===== src/rtl/trap_ctrl.sv =====
// Trap sequencer: captures an exception/interrupt/MRET, pulses the CSR commit,
// flushes the pipeline, then redirects fetch. Optional interrupt path: TRAP_CTRL_IRQ_EN.
module trap_ctrl #(
  parameter int unsigned FLUSH_CYCLES = 4
) (
  input  logic        clk_i,
  input  logic        rst_ni,
  input  logic        exc_valid_i,
  input  logic [31:0] exc_pc_i,
  input  logic [30:0] exc_mcause_i,
  input  logic        irq_i,
  input  logic [31:0] irq_pc_i,
  input  logic        mret_i,
  input  logic [31:0] trap_handler_addr_i,
  input  logic [31:0] mepc_i,
  input  logic        redirect_ready_i,
  output logic        trap_valid_o,
  output logic [31:0] trap_pc_o,
  output logic [30:0] trap_mcause_o,
  output logic        trap_is_interrupt_o,
  output logic        flush_o,
  output logic        redirect_valid_o,
  output logic [31:0] redirect_pc_o,
  output logic        busy_o,
  output logic [1:0]  state_o
);

  typedef enum logic [1:0] {IDLE, CAPTURE, FLUSH, REDIRECT} state_t;

  localparam logic [3:0] CNT_LOAD = 4'(FLUSH_CYCLES - 1);

  state_t      state;
  logic [3:0]  cnt;
  logic        armed;
  logic        is_mret;
  logic [31:0] mret_pc;

  // Handler alignment bits are dropped; irq inputs are dead when the irq path is compiled out.
  wire unused_ok = ^{irq_i, irq_pc_i, trap_handler_addr_i[1:0]};

  assign state_o = state;

  // Redirect handshake: redirect_valid_o rises on REDIRECT entry and stays high with
  // redirect_pc_o frozen; the transfer happens on any edge where valid && ready.
  always_ff @(posedge clk_i or negedge rst_ni) begin
    if (!rst_ni) begin
      state               <= IDLE;
      cnt                 <= 4'd0;
      armed               <= 1'b0;
      is_mret             <= 1'b0;
      mret_pc             <= 32'd0;
      trap_valid_o        <= 1'b0;
      trap_pc_o           <= 32'd0;
      trap_mcause_o       <= 31'd0;
      trap_is_interrupt_o <= 1'b0;
      flush_o             <= 1'b0;
      redirect_valid_o    <= 1'b0;
      redirect_pc_o       <= 32'd0;
      busy_o              <= 1'b0;
    end else begin
      // The first edge out of reset only arms event sampling.
      armed        <= 1'b1;
      trap_valid_o <= 1'b0;
      case (state)
        IDLE: begin
          if (armed) begin
            if (exc_valid_i) begin
              trap_pc_o           <= exc_pc_i;
              trap_mcause_o       <= exc_mcause_i;
              trap_is_interrupt_o <= 1'b0;
              is_mret             <= 1'b0;
              trap_valid_o        <= 1'b1;
              flush_o             <= 1'b1;
              busy_o              <= 1'b1;
              state               <= CAPTURE;
`ifdef TRAP_CTRL_IRQ_EN
            end else if (irq_i) begin
              trap_pc_o           <= irq_pc_i;
              trap_mcause_o       <= 31'd11;
              trap_is_interrupt_o <= 1'b1;
              is_mret             <= 1'b0;
              trap_valid_o        <= 1'b1;
              flush_o             <= 1'b1;
              busy_o              <= 1'b1;
              state               <= CAPTURE;
`endif
            end else if (mret_i) begin
              mret_pc <= mepc_i;
              is_mret <= 1'b1;
              cnt     <= CNT_LOAD;
              flush_o <= 1'b1;
              busy_o  <= 1'b1;
              state   <= FLUSH;
            end
          end
        end
        CAPTURE: begin
          cnt   <= CNT_LOAD;
          state <= FLUSH;
        end
        FLUSH: begin
          if (cnt == 4'd0) begin
            redirect_valid_o <= 1'b1;
            redirect_pc_o    <= is_mret ? mret_pc : {trap_handler_addr_i[31:2], 2'b00};
            state            <= REDIRECT;
          end else begin
            cnt <= cnt - 4'd1;
          end
        end
        REDIRECT: begin
          if (redirect_ready_i) begin
            redirect_valid_o <= 1'b0;
            flush_o          <= 1'b0;
            busy_o           <= 1'b0;
            state            <= IDLE;
          end
        end
        default: state <= IDLE;
      endcase
    end
  end

endmodule


===== config.mk =====
export PLATFORM = sky130hd
export DESIGN_NAME = trap_ctrl
export DESIGN_NICKNAME = d
export VERILOG_FILES = /design/src/rtl/trap_ctrl.sv
export SDC_FILE = /design/constraint.sdc
export NUM_CORES = 1
export LEC_CHECK = 0
export ABC_CLOCK_PERIOD_IN_PS = 3500
export BUFFER_PORTS_ARGS = -buffer_cell sky130_fd_sc_hd__buf_4
export CAP_MARGIN = 20
export CELL_PAD_IN_SITES_DETAIL_PLACEMENT = 1
export CELL_PAD_IN_SITES_GLOBAL_PLACEMENT = 2
export CORE_UTILIZATION = 31
export DETAILED_ROUTE_END_ITERATION = 7
export PLACE_DENSITY_LB_ADDON = 0.1
export SYNTH_ARGS = -nofsm -noshare
export SYNTH_HDL_FRONTEND = slang
export SYNTH_SLANG_ARGS = --single-unit
export TNS_END_PERCENT = 5

===== constraint.sdc =====
create_clock -name clk_i -period 3.5 [get_ports clk_i]
set_input_delay 1.05 -clock clk_i [delete_from_list [all_inputs] [get_ports clk_i]]
set_output_delay 1.05 -clock clk_i [all_outputs]
set_load 0.1 [all_outputs]

# After elaboration in Yosys (flattened, before gate mapping)
# Cells that the tools add are included.
# totals
ff_bits	138
inputBits	165
output_inout_bits	102
word_cells	60
# op_classes
n_addsub	1
n_eq_ne	10
n_mux	23
bitwise_logic	1
n_reduce_logical	14
# ops
cell	n
$mux 32	1
$mux 4	4
$ne 2x2->1 const B	6
$pmux 4 s3	1
$reduce_and 4->1	3
$mux 2	5
$mux 1	9
$reduce_and 3->1	3
$pmux 2 s4	1
$reduce_bool 2->1	3
$reduce_and 5->1	1
$eq 2x2->1 const B	2
$logic_not 4->1	1
$pmux 1 s2	2
$sub 4x1->4 const B	1
$ne 3x3->1 const B	1
$reduce_bool 3->1	1
$eq 2x1->1 const B	1
$logic_not 2->1	1
$reduce_and 2->1	1
$not 1->1	1

# Depth between registers and ports, before layout
# Gate-level depths: netlist of run 1.
# logic_depth
word_depth	4
depth_mapped	8
mapped_depth_nobuf	6

# Least setup slack after synthesis of run 1
# Ideal clock, no wire load.
# synth_path
path_kind	reg2reg
from	register state[0] (netlist: state_o[0])
to	register cnt[0]
setup_ns	0.125
arrival_ns	2.302
required_time_ns	3.375
setup_slack_ns	1.073
stages_incl_launch_ff	6
path_buffers	0
synth_period_minus_slack_ns	2.427
cell_sequence	dfrtp_1 -> inv_1 -> ha_1 -> a221o_1 -> nor2_2 -> mux2_2
# synth_between
elab_chain_len	3
word_cells_on_any_way	10
classes_between	eq/ne (6); mux (1); reduce/logical (3)
# synth_rtl
element	line	text
from (decl)	32	state_t state;
from (signal assigned)	47	state <= IDLE;
from (signal assigned)	75	state <= CAPTURE;
from (signal assigned)	93	state <= FLUSH;
$eq 2x2->1, or another cell as far along	64	case (state)
$ne 2x2->1 (no line) / $reduce_bool 3->1 (equally long branches)	-	
$reduce_and 5->1 (no line)	-	
to (signal assigned)	107	cnt <= cnt - 4'd1;
to (decl)	33	logic [3:0] cnt;
# Several ways; a longest one is shown, not always the timed one.
# A chain may end at the register's enable or synchronous reset.

# Worst setup path after layout of run 1
# layout_path
from	register state[0] (netlist: state_o[0])
to	register mret_pc[20]
# layout_between
elab_chain_len	2
# layout_rtl
element	line	text
$logic_not 2->1	64	
$reduce_and 4->1 (no line)	-	
to (signal assigned)	88	mret_pc <= mepc_i;
to (decl)	36	logic [31:0] mret_pc;
# Every way passes these cells.

==> run summary, run 1 <==
* number of placement rows: 48
* average wire length per cell after detail routing: 17.33 µm
* synthesized-area fraction occupied by adder cells: 1.342%
* main area contributors after synthesis: sky130_fd_sc_hd__dfrtp_1 62%, sky130_fd_sc_hd__mux2_2 20%, sky130_fd_sc_hd__mux2i_1 5.7%, sky130_fd_sc_hd__a21oi_1 3.1%, sky130_fd_sc_hd__nor2_1 2.0%
* cell chain of the critical path: inv_1 -> ha_1 -> nand4b_1 -> buf_12 -> mux2_2
* CTS tree: yes
* net total in the final layout: 806
* Total Neg Setup Slack: 0 ps
* worst setup margin: 1268 ps
* run status: finished, final reports clean
* final worst path period need: 2232 ps
* quantity of hold-fixing buffers added after cts: 0
* source of the worst hold timing path: trap_pc_o[25]$_DFFE_PN0P_
* slew of the pin with the lowest slew margin: 1057 ps
* number of antenna-violating nets in the routed design: 0
* via count of the first global-routing pass: 4,653
* Die ar.: 18,590 µm²
* vias per cell: 4.635
* H-tree Lvls: 4
* R2R cell count: 5
* core region area: 17,480 µm²
* final number of max-transition violations: 0
* width of the die: 136.3 µm
* post-synthesis cell type count: 26
* proportion of synthesized flip-flops having asynchronous set or reset: 100.0%
* instance count along the most critical hold path: 1
* worst-case hold path end point: trap_pc_o[25]$_DFFE_PN0P_
* RSZ-0062 raised after global routing: false
* syn_nets: 574
* number of flops mapped to enable cells by yosys: 0
* total length of routed wires: 15,130 µm
* maximum number of pins on one net before global-route repair: 83
* worst reg2reg setup slack: 1270 ps
* M1 WL: 5846 µm
* starting density of the core: 32.01%
* post-synth top area share: 61.73%
* CP max FO: 24
* number of detailed-route iterations in the first pass: 4
* compound-gate portion of the synthesized area: 4.675%
* worst hold path type: register to register
* buffers from clock root to sink, at most: 2
* later-pin clock latency in the skew report: 410 ps
* final setup fails: 0
* highest routed metal layer: met4
* total congestion overflow after global routing: 0
* wire length of the first global-routing pass: 23,740 µm
* CTS sink cnt: 138
* total global routing track utilization: 16.94%
* Crit path arrival time: 2520 ps
* wire length on met2: 7456 µm
* pre-CTS setup slack: 786.7 ps
* count of mapped cells out of synthesis: 403
* max_slew headroom: 29.53%
* routed wl met3: 1647 µm
* fmax: 448.1 MHz
* maximum capacitance violations: 0
* proportion of synthesized chip area in sequential cells: 61.73%
* number of failing hold endpoints at the final stage: 0
* reg-to-reg critical path startpoint: state_o[0]$_DFFE_PN0P_
* TritonCTS Buffers: 17
* worst reg2reg path endpoint: mret_pc[20]$_DFFE_PN0P_
* Data required, critical path: 3790 ps
* post-synthesis instance area: 5594 µm²
* Tcrit/Tclk final: 63.77%
* number of synthesized register bits: 138
* post-CTS setup buffers: 0
* final setup skew: 6.168 ps
* total I/O pin count: 267
* synthesized-area fraction occupied by xor and xnor cells: 0%
* area used by sequential logic in the layout: 3455 µm²
* Final Hold Slack: 505.9 ps
* number of fill cells: 1,858
* PostCTS Resize Cnt: 0
* PortBufs: 230
* total via count in the routed design: 4,046
* clock root buffer master: sky130_fd_sc_hd__clkbuf_16
* synthesized-area fraction occupied by and/or/nand/nor cells: 3.936%
* Worst Setup Path Type: register to register
* DRC marker count from the first detailed-route iteration: 101
* proportion of layout cells with a drive suffix above 1: 56.33%
* Top FF cell, synth: sky130_fd_sc_hd__dfrtp_1
* Critical Path Start Type: register
* weighted congestion at the end of routability-driven global placement: 0.7069
* category of the worst setup path capture point: register
* slowest cell on the critical path: sky130_fd_sc_hd__nand4b_1
* Final HPWL DP: 10,860 µm
* largest area contributor in the synthesized netlist: sky130_fd_sc_hd__dfrtp_1
* Area growth, synth to finish: 44.87%
* delay of the slowest critical-path stage: 570 ps
* post-route DRC violation count: 0
* area used by multi-input combinational logic: 1982 µm²
* Diodes inserted: 0
* clock-pin slew on the worst setup and hold paths: 60 ps
* die outline height: 136.3 µm
* average size of a mapped cell: 13.88 µm²
* total of warnings raised by yosys: 0
* post-synthesis mux area share: 25.25%
* dominant combinational cell family by area after synthesis: multiplexers
* antenna violations before repair: 0
## synthesized netlist by cell type (3+ instances only)
cell type,count
sky130_fd_sc_hd__a21oi_1,35
sky130_fd_sc_hd__o21ai_0,5
sky130_fd_sc_hd__buf_4,5
sky130_fd_sc_hd__nand2b_1,3
sky130_fd_sc_hd__nor2_1,30
sky130_fd_sc_hd__dfrtp_1,138
sky130_fd_sc_hd__mux2i_1,32
sky130_fd_sc_hd__ha_1,6
sky130_fd_sc_hd__buf_2,17
sky130_fd_sc_hd__mux2_2,97
sky130_fd_sc_hd__a31oi_1,3
sky130_fd_sc_hd__nand3_1,5
sky130_fd_sc_hd__inv_1,11
## kinds of logic (layout without fill, tap and decap cells)
logic type,count (synthesis),after routing
compound gates,48,48
other cells,2,2
buf+inv,33,278
simple gates,47,47
fa+ha+maj,6,6
flops,138,138
mux,129,129
## stage by stage
| stage | utilization, % | cells | area [µm²] |
|---|---|---|---|
| 3_5_place_dp | 43.36 | 841 | 7577 |
| 5_1_grt | 46.37 | 873 | 8104 |
| 3_3_place_gp | 43.36 | 841 | 7577 |
| 6_report | 46.37 | 873 | 8104 |
| 2_1_floorplan | - | 403 | 5594 |
| 4_1_cts | 46.37 | 873 | 8104 |
## flip-flops by register name, summed over array words and instances, names as in the netlist, 2 cells and up
name,count
state_o,2
cnt,4
redirect_pc_o,32
mret_pc,32
trap_pc_o,32
trap_mcause_o,31
## area by class of cell
type	instances	share of cell area, %
multi-input cells	232	24.46
clock inverters	8	0.5558
well taps	225	3.474
flip-flops and latches	138	42.63
clock buffers	24	5.944
inverters	11	0.5095
repair buffers	235	22.43
## worst max-delay path, delay by kind of cell, from the launching register on
| family | cells | cell delay, ps |
|---|---|---|
| DFF | 1 | 420 |
| and+or+nand+nor | 1 | 570 |
| buffers and inverters | 2 | 540 |
| adders and majority gates | 1 | 290 |
| muxes | 1 | 290 |
## layer usage
metal | track usage (%) | up-vias
li1 | - | 1859
met1 | 18.87 | 2022
met3 | 8.389 | 14
met4 | 6.111 | 0
met5 | 0 | -
met2 | 27.78 | 151
## worst max path at each step
stage                           startpoint                      end  slack [ps]
floorplan           state_o[0]$_DFFE_PN0P_       cnt[0]$_DFFE_PN0P_        1070
global placement               exc_valid_i  mret_pc[17]$_DFFE_PN0P_         800
detailed placement             exc_valid_i  mret_pc[20]$_DFFE_PN0P_         790
CTS                 state_o[0]$_DFFE_PN0P_  mret_pc[20]$_DFFE_PN0P_        1150
global route        state_o[0]$_DFFE_PN0P_  mret_pc[19]$_DFFE_PN0P_        1060
finish              state_o[0]$_DFFE_PN0P_  mret_pc[20]$_DFFE_PN0P_        1270
## placed cells by master (no fill, tap or decap), types with 4 or more instances in the layout
| master | Yosys | routed |
|---|---|---|
| sky130_fd_sc_hd__clkinv_2 | 0 | 6 |
| sky130_fd_sc_hd__buf_4 | 5 | 230 |
| sky130_fd_sc_hd__a21oi_1 | 35 | 35 |
| sky130_fd_sc_hd__mux2i_1 | 32 | 32 |
| sky130_fd_sc_hd__ha_1 | 6 | 6 |
| sky130_fd_sc_hd__nand3_1 | 5 | 5 |
| sky130_fd_sc_hd__nor2_1 | 30 | 30 |
| sky130_fd_sc_hd__clkbuf_16 | 0 | 17 |
| sky130_fd_sc_hd__mux2_2 | 97 | 97 |
| sky130_fd_sc_hd__dfrtp_1 | 138 | 137 |
| sky130_fd_sc_hd__inv_1 | 11 | 11 |
| sky130_fd_sc_hd__buf_12 | 0 | 4 |
| sky130_fd_sc_hd__clkbuf_1 | 0 | 4 |
| sky130_fd_sc_hd__o21ai_0 | 5 | 5 |
Power of run 1 is not shown: default switching activity piles up to over one toggle a cycle in this logic, so the estimate is an artifact.
==> run 2, diff against run 1 <==
ABC_AREA = 1   (was default)
ABC_CLOCK_PERIOD_IN_PS = 1850   (was 3500)
CORE_UTILIZATION = 24   (was 31)
clock period = 1.85 ns   (was 3.5 ns; I/O delays follow)
==> run summary, run 2 <==
* final worst path period need: 1700 ps
* total global routing track utilization: 14.66%, was 16.94%
* total of warnings raised by yosys: 0, unchanged
* Tcrit/Tclk final: 91.91%
* cell chain of the critical path: buf_4, was inv_1 -> ha_1 -> nand4b_1 -> buf_12 -> mux2_2
* final setup fails: 0, unchanged
* number of synthesized register bits: 138, unchanged
* post-synthesis cell type count: 28, was 26
* CP max FO: 6, was 24
* proportion of synthesized chip area in sequential cells: 58.11%, was 61.73%
* CP Buf/Inv Count: 1, was 2
* vias per cell: 4.099, was 4.635
* via count of the first global-routing pass: 5,464, was 4,653
* number of detailed-route iterations in the first pass: 4, unchanged
* most frequent cells after synthesis: 285 x sky130_fd_sc_hd__nand2_1, 138 x sky130_fd_sc_hd__dfrtp_1, 45 x sky130_fd_sc_hd__inv_1, was 138 x sky130_fd_sc_hd__dfrtp_1, 97 x sky130_fd_sc_hd__mux2_2, 35 x sky130_fd_sc_hd__a21oi_1
* count of mapped cells out of synthesis: 640, was 403
* Worst Setup Path Type: register to output pin, was register to register
* Data required, critical path: 1290 ps, was 3790 ps
* antenna violations before repair: 0, unchanged
* total congestion overflow after global routing: 0, unchanged
* proportion of synthesized flip-flops having asynchronous set or reset: 100.0%, unchanged
* CTS tree: yes, unchanged
* area used by multi-input combinational logic: 2067 µm², was 1982 µm²
* syn_nets: 811, was 574
* number of placement rows: 57, was 48
* die outline height: 159.4 µm, was 136.3 µm
* total placed instance area: 8000 µm², was 7577 µm²
* proportion of layout cells with a drive suffix above 1: 35.33%, was 56.33%
* Top FF cell, synth: sky130_fd_sc_hd__dfrtp_1, unchanged
* quantity of hold-fixing buffers added after cts: 0, unchanged
* delay of the slowest critical-path stage: 420 ps, was 570 ps
* total length of routed wires: 17,890 µm, was 15,130 µm
* Area growth, synth to finish: 45.45%, was 44.87%
* number of antenna-violating nets in the routed design: 0, unchanged
* later-pin clock latency in the skew report: 410 ps, about the same
* most frequent cells in the layout: 285 x sky130_fd_sc_hd__nand2_1, 238 x sky130_fd_sc_hd__buf_4, 135 x sky130_fd_sc_hd__dfrtp_1, 45 x sky130_fd_sc_hd__inv_1, 30 x sky130_fd_sc_hd__mux2i_1, was 230 x sky130_fd_sc_hd__buf_4, 137 x sky130_fd_sc_hd__dfrtp_1, 97 x sky130_fd_sc_hd__mux2_2, 35 x sky130_fd_sc_hd__a21oi_1, 32 x sky130_fd_sc_hd__mux2i_1
* Critical Path Start Type: register, unchanged
* clock root buffer master: sky130_fd_sc_hd__clkbuf_16, unchanged
* worst hold path type: input port to asynchronous set/reset pin, was register to register
* starting density of the core: 24.44%, was 32.01%
* width of the die: 159.4 µm, was 136.3 µm
* PortBufs: 230, unchanged
* final design area excluding fillers: 8645 µm², was 8104 µm²
* weighted congestion at the end of routability-driven global placement: 0.7383, was 0.7069
* number of flops mapped to enable cells by yosys: 0, unchanged
* final setup skew: 10.26 ps, was 6.168 ps
* most frequent cell after synthesis: sky130_fd_sc_hd__nand2_1, was sky130_fd_sc_hd__dfrtp_1
* category of the worst setup path capture point: output pin, was register
* Crit path arrival time: 1150 ps, was 2520 ps
* RSZ-0062 raised after global routing: false, unchanged
* average wire length per cell after detail routing: 14.82 µm, was 17.33 µm
* fmax: 588.1 MHz
* main area contributors after synthesis: sky130_fd_sc_hd__dfrtp_1 58%, sky130_fd_sc_hd__nand2_1 18%, sky130_fd_sc_hd__mux2i_1 5.1%, sky130_fd_sc_hd__inv_1 2.8%, sky130_fd_sc_hd__o21ai_2 2.7%, was sky130_fd_sc_hd__dfrtp_1 62%, sky130_fd_sc_hd__mux2_2 20%, sky130_fd_sc_hd__mux2i_1 5.7%, sky130_fd_sc_hd__a21oi_1 3.1%, sky130_fd_sc_hd__nor2_1 2.0%
* post-synth top area share: 58.11%, was 61.73%
* largest area contributor in the synthesized netlist: sky130_fd_sc_hd__dfrtp_1, unchanged
* H-tree Lvls: 4, unchanged
* wire length of the first global-routing pass: 29,170 µm, was 23,740 µm
* area used by sequential logic in the layout: 3457 µm², was 3455 µm²
* TritonCTS Buffers: 17, unchanged
* Diodes inserted: 0, unchanged
* net total in the final layout: 1,042, was 806
* total I/O pin count: 267, unchanged
* number of failing hold endpoints at the final stage: 0, unchanged
* run status: finished, final reports clean, unchanged
* CTS sink cnt: 138, unchanged
* post-route DRC violation count: 0, unchanged
* slowest cell on the critical path: sky130_fd_sc_hd__dfrtp_2, was sky130_fd_sc_hd__nand4b_1
* Final HPWL DP: 13,130 µm, was 10,860 µm
* Die ar.: 25,400 µm², was 18,590 µm²
* registers with the highest flip-flop counts: mret_pc: 32 flops, redirect_pc_o: 32 flops, trap_pc_o: 32 flops, unchanged
* maximum capacitance violations: 0, unchanged
* buffers from clock root to sink, at most: 2, unchanged
* maximum number of pins on one net before global-route repair: 64, was 83
* PostCTS Resize Cnt: 0, unchanged
* number of fill cells: 2,841, was 1,858
* post-synthesis instance area: 5943 µm², was 5594 µm²
* average size of a mapped cell: 9.286 µm², was 13.88 µm²
* core region area: 24,320 µm², was 17,480 µm²
* clock-pin slew on the worst setup and hold paths: 60 ps, about the same
* post-CTS setup buffers: 0, unchanged
* Largest delay share family, worst path: flip-flops, was simple AND/OR/NAND/NOR gates
* commonest non-fill, non-tap cell in the layout: sky130_fd_sc_hd__nand2_1, was sky130_fd_sc_hd__buf_4
* total via count in the routed design: 4,947, was 4,046
* final number of max-transition violations: 0, unchanged
* DRC marker count from the first detailed-route iteration: 177, was 101
## run 2: cell types whose count changed in the layout (fill, tap and decap cells not counted), moves of 10 or more
cell / change
sky130_fd_sc_hd__o21ai_0: +23
sky130_fd_sc_hd__o21ai_1: +22
sky130_fd_sc_hd__mux2_2: -97
sky130_fd_sc_hd__o21ai_2: +18
sky130_fd_sc_hd__a21oi_1: -33
sky130_fd_sc_hd__inv_1: +34
sky130_fd_sc_hd__nand2_2: +10
sky130_fd_sc_hd__nand2_1: +283
sky130_fd_sc_hd__nor2_1: -24
## run 2: worst paths after layout
path	start	to	slack (ps)	cells after the start
worst min-delay path	rst_ni	trap_mcause_o[29]$_DFFE_PN0P_	20	1
worst max register to register	state_o[0]$_DFFE_PN0P_	trap_mcause_o[23]$_DFFE_PN0P_	170	8
max in group asynchronous	rst_ni	trap_pc_o[28]$_DFFE_PN0P_	1210	2
min in group clk_i	exc_mcause_i[11]	trap_mcause_o[11]$_DFFE_PN0P_	340	3
worst min register to register	trap_mcause_o[28]$_DFFE_PN0P_	trap_mcause_o[28]$_DFFE_PN0P_	470	2
worst max-delay path	state_o[1]$_DFFE_PN0P_	state_o[1]	150	1
## run 2: area by class of cell
| type | count | area share, % |
|---|---|---|
| clock buffer | 18 | 4.965 |
| clock inverter | 13 | 2.490 |
| inverter | 46 | 1.997 |
| multi-input combinational | 424 | 23.91 |
| sequential | 138 | 39.99 |
| tap | 324 | 4.690 |
| timing repair buffer | 244 | 21.96 |
## run 2: stage by stage
| stage | hold WS, ps | utilization (%) | worst slack, ps | instances | TNS [ps] |
|---|---|---|---|---|---|
| after global placement | 455.2 | 32.90 | 211.5 | 1176 | 0 |
| final | 17.32 | 35.55 | 149.7 | 1207 | 0 |
| after CTS | 17.64 | 35.55 | 119.5 | 1207 | 0 |
| after global routing | 17.82 | 35.55 | 35.63 | 1207 | 0 |
| after floorplan | 259.4 | - | -40.12 | 640 | -40.12 |
| after detailed placement | 461.2 | 32.90 | 169.8 | 1176 | 0 |
## run 2: logic make-up after synthesis
logic type | Yosys count | share of synthesized area, %
compound gates | 72 | 7.263
fa+ha+maj | 6 | 1.263
buf+inv | 78 | 7.242
flops | 138 | 58.11
mux | 30 | 5.053
other cells | 2 | 0.1264
simple gates | 314 | 20.95
## run 2: metal layers
| layer | vias to the layer above | global-route usage, % | share of wire (%) | wire (µm) |
|---|---|---|---|---|
| li1 | 2433 | - | - | - |
| met1 | 2360 | 17.77 | 44 | 7929 |
| met2 | 133 | 24.80 | 48 | 8626 |
| met3 | 21 | 4.168 | 5.6 | 1009 |
| met4 | 0 | 5.201 | 1.8 | 324 |
| met5 | - | 0 | 0 | 0 |
Power of run 2 is left out for the same reason.
